==> config.mk <==
export PLATFORM = sky130hd
export DESIGN_NAME = nubus_mem_arbiter
export DESIGN_NICKNAME = d
export VERILOG_FILES = /design/src/rtl/nubus_pkg.sv /design/src/rtl/nubus_wdog_counter.sv /design/src/rtl/nubus_mem_arbiter.sv
export SDC_FILE = /design/constraint.sdc
export NUM_CORES = 1
export LEC_CHECK = 0
export ABC_AREA = 1
export CORE_AREA = 2 2 122 124
export CTS_BUF_LIST = sky130_fd_sc_hd__clkbuf_4 sky130_fd_sc_hd__clkbuf_8
export CTS_CLUSTER_DIAMETER = 50
export DETAILED_ROUTE_END_ITERATION = 8
export DIE_AREA = 0 0 124 126
export PLACE_DENSITY = 0.72
export SLEW_MARGIN = 20
export SYNTH_ARGS = -nofsm -noshare
export SYNTH_HDL_FRONTEND = slang
export SYNTH_SLANG_ARGS = --single-unit
==> constraint.sdc <==
create_clock -name nub_clkn -period 2.28 [get_ports nub_clkn]
set_input_delay 0.342 -clock nub_clkn [delete_from_list [all_inputs] [get_ports nub_clkn]]
set_output_delay 0.342 -clock nub_clkn [all_outputs]
set_load 0.005 [all_outputs]
==> src/rtl/nubus_pkg.sv <==
// Shared NuBus card definitions: arbiter state encodings, default timing limits
// and the memory request bundle carried from a requester onto the memory port.
package nubus_pkg;

    localparam logic [1:0] ARB_IDLE   = 2'd0;
    localparam logic [1:0] ARB_BUSY_S = 2'd1;
    localparam logic [1:0] ARB_BUSY_C = 2'd2;

    localparam int DEF_TIMEOUT      = 255;
    localparam int DEF_TIMEOUT_W    = 8;
    localparam int DEF_STARVE_LIMIT = 4;

    typedef struct packed {
        logic [31:0] addr;
        logic [31:0] wdata;
        logic [3:0]  write;
    } mem_req_t;

endpackage

==> src/rtl/nubus_wdog_counter.sv <==
// Access watchdog: counts enabled cycles from a clear and flags the cycle in which
// the count reaches LIMIT-1. Holds at that value until cleared.
module nubus_wdog_counter #(
    parameter int W     = 8,
    parameter int LIMIT = 255
) (
    input  logic clk,
    input  logic reset,
    input  logic clear,
    input  logic enable,
    output logic expired
);

    localparam logic [W-1:0] LAST = W'(LIMIT - 1);

    logic [W-1:0] count;

    // NOTE: sequential state uses non-blocking assignments so every flop samples pre-edge values.
    always_ff @(posedge clk) begin
        if (reset || clear) begin
            count <= '0;
        end else if (enable && count != LAST) begin
            count <= count + 1'b1;
        end
    end

    assign expired = enable && (count == LAST);

endmodule

==> src/rtl/nubus_mem_arbiter.sv <==
// Shares the card memory port between the NuBus slave (S) and the local CPU (C).
// S wins ties unless C has lost STARVE_LIMIT ties in a row; a watchdog error-acks hung accesses.
module nubus_mem_arbiter
    import nubus_pkg::*;
#(
    parameter int TIMEOUT      = DEF_TIMEOUT,
    parameter int TIMEOUT_W    = DEF_TIMEOUT_W,
    parameter int STARVE_LIMIT = DEF_STARVE_LIMIT
) (
    input  logic        nub_clkn,
    input  logic        reset,
    input  logic        s_valid,
    input  logic [31:0] s_addr,
    input  logic [31:0] s_wdata,
    input  logic [3:0]  s_write,
    output logic        s_ready,
    output logic        s_err,
    output logic [31:0] s_rdata,
    input  logic        c_valid,
    input  logic [31:0] c_addr,
    input  logic [31:0] c_wdata,
    input  logic [3:0]  c_write,
    output logic        c_ready,
    output logic        c_err,
    output logic [31:0] c_rdata,
    output logic        m_valid,
    output logic [31:0] m_addr,
    output logic [31:0] m_wdata,
    output logic [3:0]  m_write,
    input  logic        m_ready,
    input  logic [31:0] m_rdata,
    output logic        grant_s,
    output logic        grant_c
);

    localparam logic [3:0] STARVE_MAX = 4'(STARVE_LIMIT);

    logic [1:0] state;
    logic [3:0] starve_cnt;
    logic       idle;
    logic       start;
    logic       pick_c;
    logic       done;
    logic       wd_expired;
    mem_req_t   win_req;

    assign idle   = (state == ARB_IDLE);
    assign start  = idle && (s_valid || c_valid);
    assign pick_c = c_valid && (!s_valid || starve_cnt == STARVE_MAX);
    assign done   = !idle && (m_ready || wd_expired);

    // NOTE: every branch assigns win_req, so this stays purely combinational (no latch).
    always_comb begin
        if (pick_c) begin
            win_req = '{addr: c_addr, wdata: c_wdata, write: c_write};
        end else begin
            win_req = '{addr: s_addr, wdata: s_wdata, write: s_write};
        end
    end

    always_ff @(posedge nub_clkn) begin
        if (reset) begin
            state      <= ARB_IDLE;
            m_valid    <= 1'b0;
            m_addr     <= '0;
            m_wdata    <= '0;
            m_write    <= '0;
            starve_cnt <= '0;
        end else begin
            if (start) begin
                state   <= pick_c ? ARB_BUSY_C : ARB_BUSY_S;
                m_valid <= 1'b1;
                m_addr  <= win_req.addr;
                m_wdata <= win_req.wdata;
                m_write <= win_req.write;
            end else if (done) begin
                state   <= ARB_IDLE;
                m_valid <= 1'b0;
            end

            // Counts S wins that C sat through; any gap in C's request forgives the debt.
            if (!c_valid || (start && pick_c)) begin
                starve_cnt <= '0;
            end else if (start && starve_cnt != STARVE_MAX) begin
                starve_cnt <= starve_cnt + 1'b1;
            end
        end
    end

    nubus_wdog_counter #(
        .W     (TIMEOUT_W),
        .LIMIT (TIMEOUT)
    ) u_wdog (
        .clk     (nub_clkn),
        .reset   (reset),
        .clear   (idle),
        .enable  (!idle),
        .expired (wd_expired)
    );

    assign grant_s = (state == ARB_BUSY_S);
    assign grant_c = (state == ARB_BUSY_C);

    // A memory ack on the timeout cycle counts as a normal completion.
    assign s_ready = grant_s && (m_ready || wd_expired);
    assign s_err   = grant_s && wd_expired && !m_ready;
    assign c_ready = grant_c && (m_ready || wd_expired);
    assign c_err   = grant_c && wd_expired && !m_ready;

    assign s_rdata = m_rdata;
    assign c_rdata = m_rdata;

endmodule
==> results of run 1 <==
==> timing repair <==
action	4_1_cts	5_1_grt
setup endpoints to repair	4	3
pin swaps	1	0
resized for setup	4	4
buffers inserted	0	0
==> synthesized netlist by cell type <==
cell type  instances  area [um2]
nand3b_2           1        11.3
nor2_1             9        33.8
xor2_1             4        35.0
nor3_1             2        10.0
xnor2_1            1        8.76
o21ai_2            1        8.76
nand2_1          171         642
nand3_1          146         731
buf_1              6        22.5
inv_2              6        22.5
nand2_2            1        6.26
buf_6              6        67.6
inv_1             81         304
ha_1               4        50.1
nor2_4             1        11.3
nand4_1           71         444
nand2_4            1        11.3
buf_2              6        30.0
buf_4             68         510
dfxtp_1           83        1660
a21oi_1           13        65.1
nor4_1             2        12.5
o21ai_1            2        10.0
clkbuf_1          29         109
==> metal layers <==
metal | up-vias | global-route usage (%)
li1 | 2516 | -
met1 | 2318 | 23.6
met2 | 197 | 34.5
met3 | 55 | 5.53
met4 | 0 | 10.2
met5 | - | 0
==> final timing paths <==
| kind | to | start | slack (ps) |
|---|---|---|---|
| setup / recovery | s_err | u_wdog.count[0] | 180 |
| hold / removal | m_valid | m_valid | 490 |
| setup reg to reg | starve_cnt[3] | state[1] | 380 |
| hold reg to reg | m_valid | m_valid | 490 |
==> layout make-up <==
class | instances | area share (%)
Antenna cell | 1 | 0.0367
Clock buffer | 13 | 2.35
Clock inverter | 2 | 0.184
Inverter | 87 | 4.80
Multi-Input combinational cell | 430 | 31.0
Sequential cell | 83 | 24.4
Tap cell | 184 | 3.38
Timing Repair Buffer | 227 | 33.9
==> critical path, cell delays in order (launching register included) <==
cell and delay (ps):
dfxtp_1 360, inv_2 80, ha_1 140, nand2_1 60
nor2_2 120, nand2_2 110, nor4_2 270, dlygate4sd2_1 270
==> per-stage QoR <==
| step | setup slack [ps] | power [mW] | instances |
|---|---|---|---|
| after global placement | 259 | 2.83 | 1011 |
| after floorplan | 779 | 2.30 | 715 |
| final | 181 | 3.79 | 1027 |
| after detailed placement | 247 | 2.84 | 1011 |
| after CTS | 82.4 | 3.85 | 1026 |
| after global routing | 28.7 | 4.03 | 1027 |
==> power groups by stage <==
stage | Combinational (mW) | Clock (mW) | Sequential, mW
6_report | 1.16 | 0.991 | 1.64
5_1_grt | 1.28 | 1.10 | 1.66
4_1_cts | 1.17 | 1.04 | 1.64
3_5_place_dp | 1.17 | 0 | 1.67
3_3_place_gp | 1.16 | 0 | 1.67
2_1_floorplan | 0.620 | 0 | 1.68
==> state kept, by name, summed over array words and instances (netlist names) <==
register and cells:
u_wdog.count 8, m_valid 1, m_write 4, starve_cnt 4
m_addr 32, m_wdata 32, state 2
==> logic make-up after synthesis <==
family / synth area share, %
DFF: 34.5
xor gates and xnor gates: 0.909
adders and majority gates: 1.04
AOI/OAI and AO/OA: 1.74
and+or+nand+nor: 39.7
buffers and inverters: 22.1
==> flow_metrics.py, run 1 <==
metrics = {
    "run_status": {
        "status": "finished clean",
    },
    "detailed_routing": {
        "avgRoutedWirePerCell_um": 15.8,
        "top_layer_used": "met4",
        "wl_met1_um": 6310,
        "drt_iter0_markers": 282,
        "antenna_left": 0,
        "vias_per_cell": 4.95,
        "drc": 0,
        "vias": 5086,
        "met2_length_um": 8060,
        "drtPass1Iterations": 4,
        "route.met3.wl_um": 1260,
        "postRouteWirelength_um": 16200,
    },
    "place": {
        "portBuffers": 215,
        "place.gp.congestion": 0.813,
        "hpwlAfterDp_um": 11000,
        "postPlaceCellArea_um2": 6630,
    },
    "power": {
        "clockPowerShare_pct": 26.1,
        "p_sw_mw": 1.15,
        "power.density_nw_per_um2": 557,
        "power_frac_comb_pct": 30.6,
        "vdd_drop_max_mv": 0.317,
        "power.share.switching_pct": 30.4,
        "intPower_mw": 2.64,
        "seqPwrFrac_pct": 43.3,
        "p_leak_nw": 3.17,
    },
    "finish": {
        "most-common-layout-cells": "210 x clkdlybuf4s50_1, 170 x nand2_1, 146 x nand3_1",
        "multi_input_area_um2": 2110,
        "final_net_count": 1015,
        "final_common_cell": "clkdlybuf4s50_1",
        "drive_gt1_share_pct": 5.11,
        "regArea_um2": 1660,
        "final_area_um2": 6810,
        "fin_util_pct": 47.6,
        "area_delta_synth_final_pct": 41.3,
        "n_fill_cell": 1430,
    },
    "yosys": {
        "syn_avg_cell_area_um2": 6.74,
        "syn_inst": 715,
        "synth-seq-area-share_pct": 34.5,
        "syn_area_um2": 4820,
        "yosys_warnings": 0,
        "ys_seq_elements": 83,
        "synth.net_count": 892,
        "ys_types": 24,
    },
    "timing": {
        "final.setup.tns_ps": 0,
        "slew_viol_final": 0,
        "whs_ps": 488,
        "report.final.hold_viol_count": 0,
        "period_share_pct": 92.1,
        "fmax_mhz": 476,
        "rsz0062_at_grt": "no",
        "setup_viol": 0,
        "finClkSkew_ps": 13.7,
        "worstMarginPinSlew_ps": 469,
        "max_slew_margin_pct": 68.8,
        "min_period_ps": 2100,
    },
    "clocking": {
        "cts_buffer_depth": 2,
        "clk_pin_slew_ps": 80,
        "clk_latency_ps": 370,
        "tritoncts": "yes",
        "cts.sinks": 83,
        "cts_buffers": 9,
        "h-tree-depth": 3,
        "cts-hold-fix-buffers": 0,
        "clock-root-buffer": "clkbuf_8",
    },
    "floorplan": {
        "initial_core_util_pct": 33.7,
        "die_w_um": 124,
        "fp.dieH_um": 126,
        "coreArea_um2": 14300,
        "dieArea_um2": 15600,
        "io_pins": 312,
        "num_rows": 44,
    },
    "global_route": {
        "grtUsageTotal_pct": 20.5,
        "grt_pass1_wl_um": 25000,
        "antenna_found_initial": 1,
        "grt_pass1_vias": 4780,
        "grt-ovfl-total": 0,
        "grt_start_max_net_pins": 72,
    },
    "hold_path": {
        "min_path_cells": 2,
        "worstHoldPathType": "reg2reg",
    },
    "critical_path": {
        "worstSetupPathType": "reg2out",
        "crit_fanout": 5,
        "worstRegToRegCells": 8,
        "crit_arrival_ps": 1760,
        "end_kind": "output pin",
        "setup.worst_path.start_class": "register",
        "cp_data_required_time_ps": 1940,
    },
    "run": {
        "drv_cap": 0,
    },
}
Power figures use the tool's default switching activity.
==> run 2: changes to the inputs <==
--- a/config.mk
+++ b/config.mk
@@ -8,10 +8,10 @@
 export ABC_AREA = 1
 export CORE_AREA = 2 2 122 124
 export CTS_BUF_LIST = sky130_fd_sc_hd__clkbuf_4 sky130_fd_sc_hd__clkbuf_8
-export CTS_CLUSTER_DIAMETER = 50
+export CTS_CLUSTER_DIAMETER = 30
 export DETAILED_ROUTE_END_ITERATION = 8
 export DIE_AREA = 0 0 124 126
-export PLACE_DENSITY = 0.72
+export PLACE_DENSITY = 0.76
 export SLEW_MARGIN = 20
 export SYNTH_ARGS = -nofsm -noshare
 export SYNTH_HDL_FRONTEND = slang
==> flow_metrics.py, run 2 (same netlist as run 1, synthesis figures left out) <==
metrics = {
    "run_status": {
        "status": "finished clean",
    },
    "timing": {
        "period_share_pct": 91.7,
        "setup_viol": 0,
        "slew_viol_final": 0,
        "report.final.hold_viol_count": 0,
        "min_period_ps": 2090,
        "setup_ws_ps": 189,
        "whs_ps": 468,
        "finClkSkew_ps": 8.09,
        "max_slew_margin_pct": 65.9,
        "worstMarginPinSlew_ps": 511,
        "fmax_mhz": 478,
        "final.setup.tns_ps": 0,
        "rsz0062_at_grt": "no",
    },
    "detailed_routing": {
        "drc": 0,
        "vias_per_cell": 4.95,
        "drtPass1Iterations": 4,
        "postRouteWirelength_um": 16200,
        "vias": 5095,
        "avgRoutedWirePerCell_um": 15.7,
        "antenna_left": 0,
        "drt_iter0_markers": 198,
    },
    "place": {
        "place.gp.congestion": 0.817,
        "place_ws_ps": 187,
        "postPlaceCellArea_um2": 6640,
        "dp_cells": 1013,
        "portBuffers": 215,
        "hpwlAfterDp_um": 11500,
    },
    "critical_path": {
        "cp_data_required_time_ps": 1940,
        "critPathTopFamily": "simple AND/OR/NAND/NOR gates",
        "crit_slowest_cell": "dfxtp_1",
        "setup.worst_path.start_class": "register",
        "cp_common_cell": "nand2_1",
        "end_kind": "output pin",
        "worstSetupPathType": "reg2out",
        "crit_arrival_ps": 1750,
        "critical-path-max-stage-delay_ps": 350,
        "crit_fanout": 5,
        "critPathBufInv": 3,
        "crit_chain": "inv_1 > ha_1 > nand2_1 > nor2_2 > nand3_1 > nand2_1 > inv_2 > nor3_2 > dlygate4sd2_1",
    },
    "finish": {
        "area_delta_synth_final_pct": 42.4,
        "n_fill_cell": 1477,
        "most-common-layout-cells": "210 x clkdlybuf4s50_1, 170 x nand2_1, 146 x nand3_1",
        "final_common_cell": "clkdlybuf4s50_1",
        "fin_util_pct": 47.9,
        "final_net_count": 1017,
        "drive_gt1_share_pct": 5.57,
        "reg_top3": "m_addr (32), m_wdata (32), u_wdog.count (8)",
        "fin_cells": 1030,
        "final_area_um2": 6860,
    },
    "clocking": {
        "cts_buffer_depth": 2,
        "clk_pin_slew_ps": 90,
        "cts-hold-fix-buffers": 0,
        "clk_latency_ps": 360,
        "cts.sinks": 83,
        "clock-root-buffer": "clkbuf_8",
        "post_cts_resized": 8,
        "postCtsSetupRepairBufs": 0,
        "cts_buffers": 9,
        "h-tree-depth": 3,
        "tritoncts": "yes",
    },
    "hold_path": {
        "worstHoldPathType": "reg2reg",
    },
    "floorplan": {
        "dieArea_um2": 15600,
        "die_w_um": 124,
        "initial_core_util_pct": 33.7,
        "num_rows": 44,
        "coreArea_um2": 14300,
        "fp.dieH_um": 126,
        "io_pins": 312,
    },
    "power": {
        "power.density_nw_per_um2": 570,
        "vdd_drop_max_mv": 0.282,
        "p_leak_nw": 3.19,
        "finalPower_mw": 3.91,
    },
    "global_route": {
        "grt-ovfl-total": 0,
        "grt_pass1_vias": 4878,
        "grt_pass1_wl_um": 25100,
        "grtUsageTotal_pct": 20.7,
        "grt_start_max_net_pins": 70,
        "antenna_found_initial": 2,
    },
    "run": {
        "drv_cap": 0,
    },
}
==> run 2: cell types whose count changed in the layout (fill, tap and decap cells not counted), sizes merged <==
cell / previous run / this run
dlygate4sd2: 4 / 3
buf: 13 / 15
diode: 1 / 2
clkbuf: 13 / 12
clkinv: 1 / 2
bufinv: 0 / 1
==> run 2: final timing paths <==
kind,from,cells past startpoint,slack [ps],end
setup / recovery,u_wdog.count[0],9,190,c_ready
hold / removal,m_valid,2,470,m_valid
setup reg to reg,state[1],8,370,starve_cnt[3]
hold reg to reg,m_valid,2,470,m_valid
==> run 2: metal layers <==
metal	global-route usage (%)	vias to the layer above	part of all wire, %
met5	0	-	0
met4	11.2	0	3.6
met3	5.75	46	8.4
met2	35.3	211	49
met1	23.0	2312	39
li1	-	2526	-
==> run 2: tightest hold or removal path: cells and delay by family (launching register included) <==
kind	cells	cell delay, ps
flip-flops	1	320
AND/OR/NAND/NOR	1	60
AO/OA/AOI/OAI	1	50
==> run 2: final cells by class <==
class,instances,area [um2],area share (%)
repair buffers,229,2320,33.8
well taps,184,230,3.36
clock inverters,4,51.3,0.748
flip-flops and latches,83,1660,24.2
inverters,87,327,4.76
diodes,2,5.00,0.0730
clock buffers,11,145,2.12
multi-input cells,430,2120,30.9
==> run 2: report_power, final <==
group	switching [mW]	internal, mW
logic	0.554	0.617
clock network	0.560	0.543
registers	0.0668	1.57
==> run 3: changes to the inputs <==
==> constraint.sdc (replaced) <==
create_clock -name nub_clkn -period 2.45 [get_ports nub_clkn]
set_input_delay 0.3675 -clock nub_clkn [delete_from_list [all_inputs] [get_ports nub_clkn]]
set_output_delay 0.3675 -clock nub_clkn [all_outputs]
set_load 0.005 [all_outputs]
==> flow_metrics.py, run 3 (same netlist as run 1, synthesis figures left out) <==
metrics = {
    "run_status": {
        "status": "finished clean",
    },
    "power": {
        "p_sw_mw": 1.09,
        "vdd_drop_max_mv": 0.260,
        "power.share.switching_pct": 30.0,
        "power.density_nw_per_um2": 529,
        "power_frac_comb_pct": 29.9,
        "intPower_mw": 2.54,
        "seqPwrFrac_pct": 42.0,
        "clockPowerShare_pct": 28.1,
        "p_leak_nw": 3.19,
    },
    "critical_path": {
        "setup.worst_path.start_class": "register",
        "critical-path-max-stage-delay_ps": 540,
        "end_kind": "output pin",
        "crit_chain": "inv_1 > ha_1 > nand2_1 > nor2_2 > nand2_2 > nor4_2 > clkdlybuf4s50_1",
        "crit_arrival_ps": 1950,
        "crit_fanout": 5,
        "rrSetupSlack_ps": 460,
        "cp_data_required_time_ps": 2080,
        "worstSetupPathType": "reg2out",
        "critPathBufInv": 2,
        "crit_slowest_cell": "clkdlybuf4s50_1",
        "critPathTopFamily": "buffers and inverters",
    },
    "finish": {
        "final_net_count": 1015,
        "final_common_cell": "clkdlybuf4s50_1",
        "area_delta_synth_final_pct": 42.3,
        "most-common-layout-cells": "211 x clkdlybuf4s50_1, 170 x nand2_1, 146 x nand3_1",
        "reg_top3": "m_addr (32), m_wdata (32), u_wdog.count (8)",
        "fin_util_pct": 47.9,
        "n_fill_cell": 1449,
        "fin_cells": 1027,
        "drive_gt1_share_pct": 5.11,
    },
    "timing": {
        "worstMarginPinSlew_ps": 504,
        "setup_viol": 0,
        "slew_viol_final": 0,
        "rsz0062_at_grt": "no",
        "min_period_ps": 2320,
        "report.final.hold_viol_count": 0,
        "max_slew_margin_pct": 66.4,
        "fmax_mhz": 432,
        "finClkSkew_ps": 7.70,
        "final.setup.tns_ps": 0,
        "period_share_pct": 94.6,
        "whs_ps": 468,
    },
    "detailed_routing": {
        "avgRoutedWirePerCell_um": 16.0,
        "vias": 5133,
        "antenna_left": 0,
        "drt_iter0_markers": 250,
        "drtPass1Iterations": 5,
        "drc": 0,
        "postRouteWirelength_um": 16400,
        "vias_per_cell": 5.00,
    },
    "floorplan": {
        "coreArea_um2": 14300,
        "io_pins": 312,
        "die_w_um": 124,
        "dieArea_um2": 15600,
        "num_rows": 44,
        "initial_core_util_pct": 33.7,
        "fp.dieH_um": 126,
    },
    "place": {
        "dp_cells": 1011,
        "hpwlAfterDp_um": 11600,
        "place.gp.congestion": 0.820,
        "portBuffers": 215,
    },
    "global_route": {
        "grt_start_max_net_pins": 70,
        "antenna_found_initial": 1,
        "grt_pass1_vias": 4889,
        "grt-ovfl-total": 0,
        "grt_pass1_wl_um": 25200,
        "grtUsageTotal_pct": 20.7,
    },
    "clocking": {
        "tritoncts": "yes",
        "cts.sinks": 83,
        "cts-hold-fix-buffers": 0,
        "clock-root-buffer": "clkbuf_8",
        "cts_buffers": 9,
        "clk_pin_slew_ps": 80,
        "cts_buffer_depth": 2,
        "clk_latency_ps": 360,
        "h-tree-depth": 3,
    },
    "run": {
        "drv_cap": 0,
    },
    "hold_path": {
        "worstHoldPathType": "reg2reg",
    },
}
-- run 3: layout make-up --
class	count	area (um2)	share of cell area (%)
Antenna cell	1	2.50	0.0365
Clock buffer	11	145	2.12
Clock inverter	4	51.3	0.748
Inverter	87	327	4.76
Multi-Input combinational cell	430	2120	30.9
Sequential cell	83	1660	24.2
Tap cell	184	230	3.36
Timing Repair Buffer	227	2320	33.9
-- run 3: worst paths after layout --
kind                                      start  depth (start not counted)             to
worst max-delay path            u_wdog.count[0]                          7          c_err
worst max register to register         state[1]                          8  starve_cnt[3]
worst min register to register          m_valid                          2        m_valid
worst min-delay path                    m_valid                          2        m_valid
-- run 3: power by group through the flow --
stage | logic, mW | clock network (mW) | registers (mW)
floorplan | 0.577 | 0 | 1.56
global placement | 1.08 | 0 | 1.55
detailed placement | 1.09 | 0 | 1.56
CTS | 1.09 | 1.07 | 1.53
global route | 1.19 | 1.13 | 1.54
finish | 1.08 | 1.02 | 1.53
-- run 3: through the flow --
stage          cell area [um2]  setup WS [ps]  power (mW)
2_1_floorplan             4820            949        2.14
3_3_place_gp              6640            311        2.63
3_5_place_dp              6640            296        2.64
4_1_cts                   6840           12.7        3.69
5_1_grt                   6860           9.54        3.86
6_report                  6860            133        3.63
-- run 3: tightest hold or removal path: stages, from the launching register on --
cell and delay [ps]:
dfxtp_1 310, nand2_1 60, a21oi_1 50
-- run 3: what timing repair did --
action                                  4_1_cts  5_1_grt
pin swaps                                     0        0
cloned                                        0        0
gates resized for setup                       3        4
endpoints found under the setup margin        3        2
buffers inserted                              0        0
-- run 3: routing by layer --
layer	up-vias	routed length (um)	global-route usage, %
met5	-	0	0
met4	0	600	10.6
met3	46	1430	6.20
met2	234	8000	34.9
met1	2327	6360	23.4
li1	2526	-	-
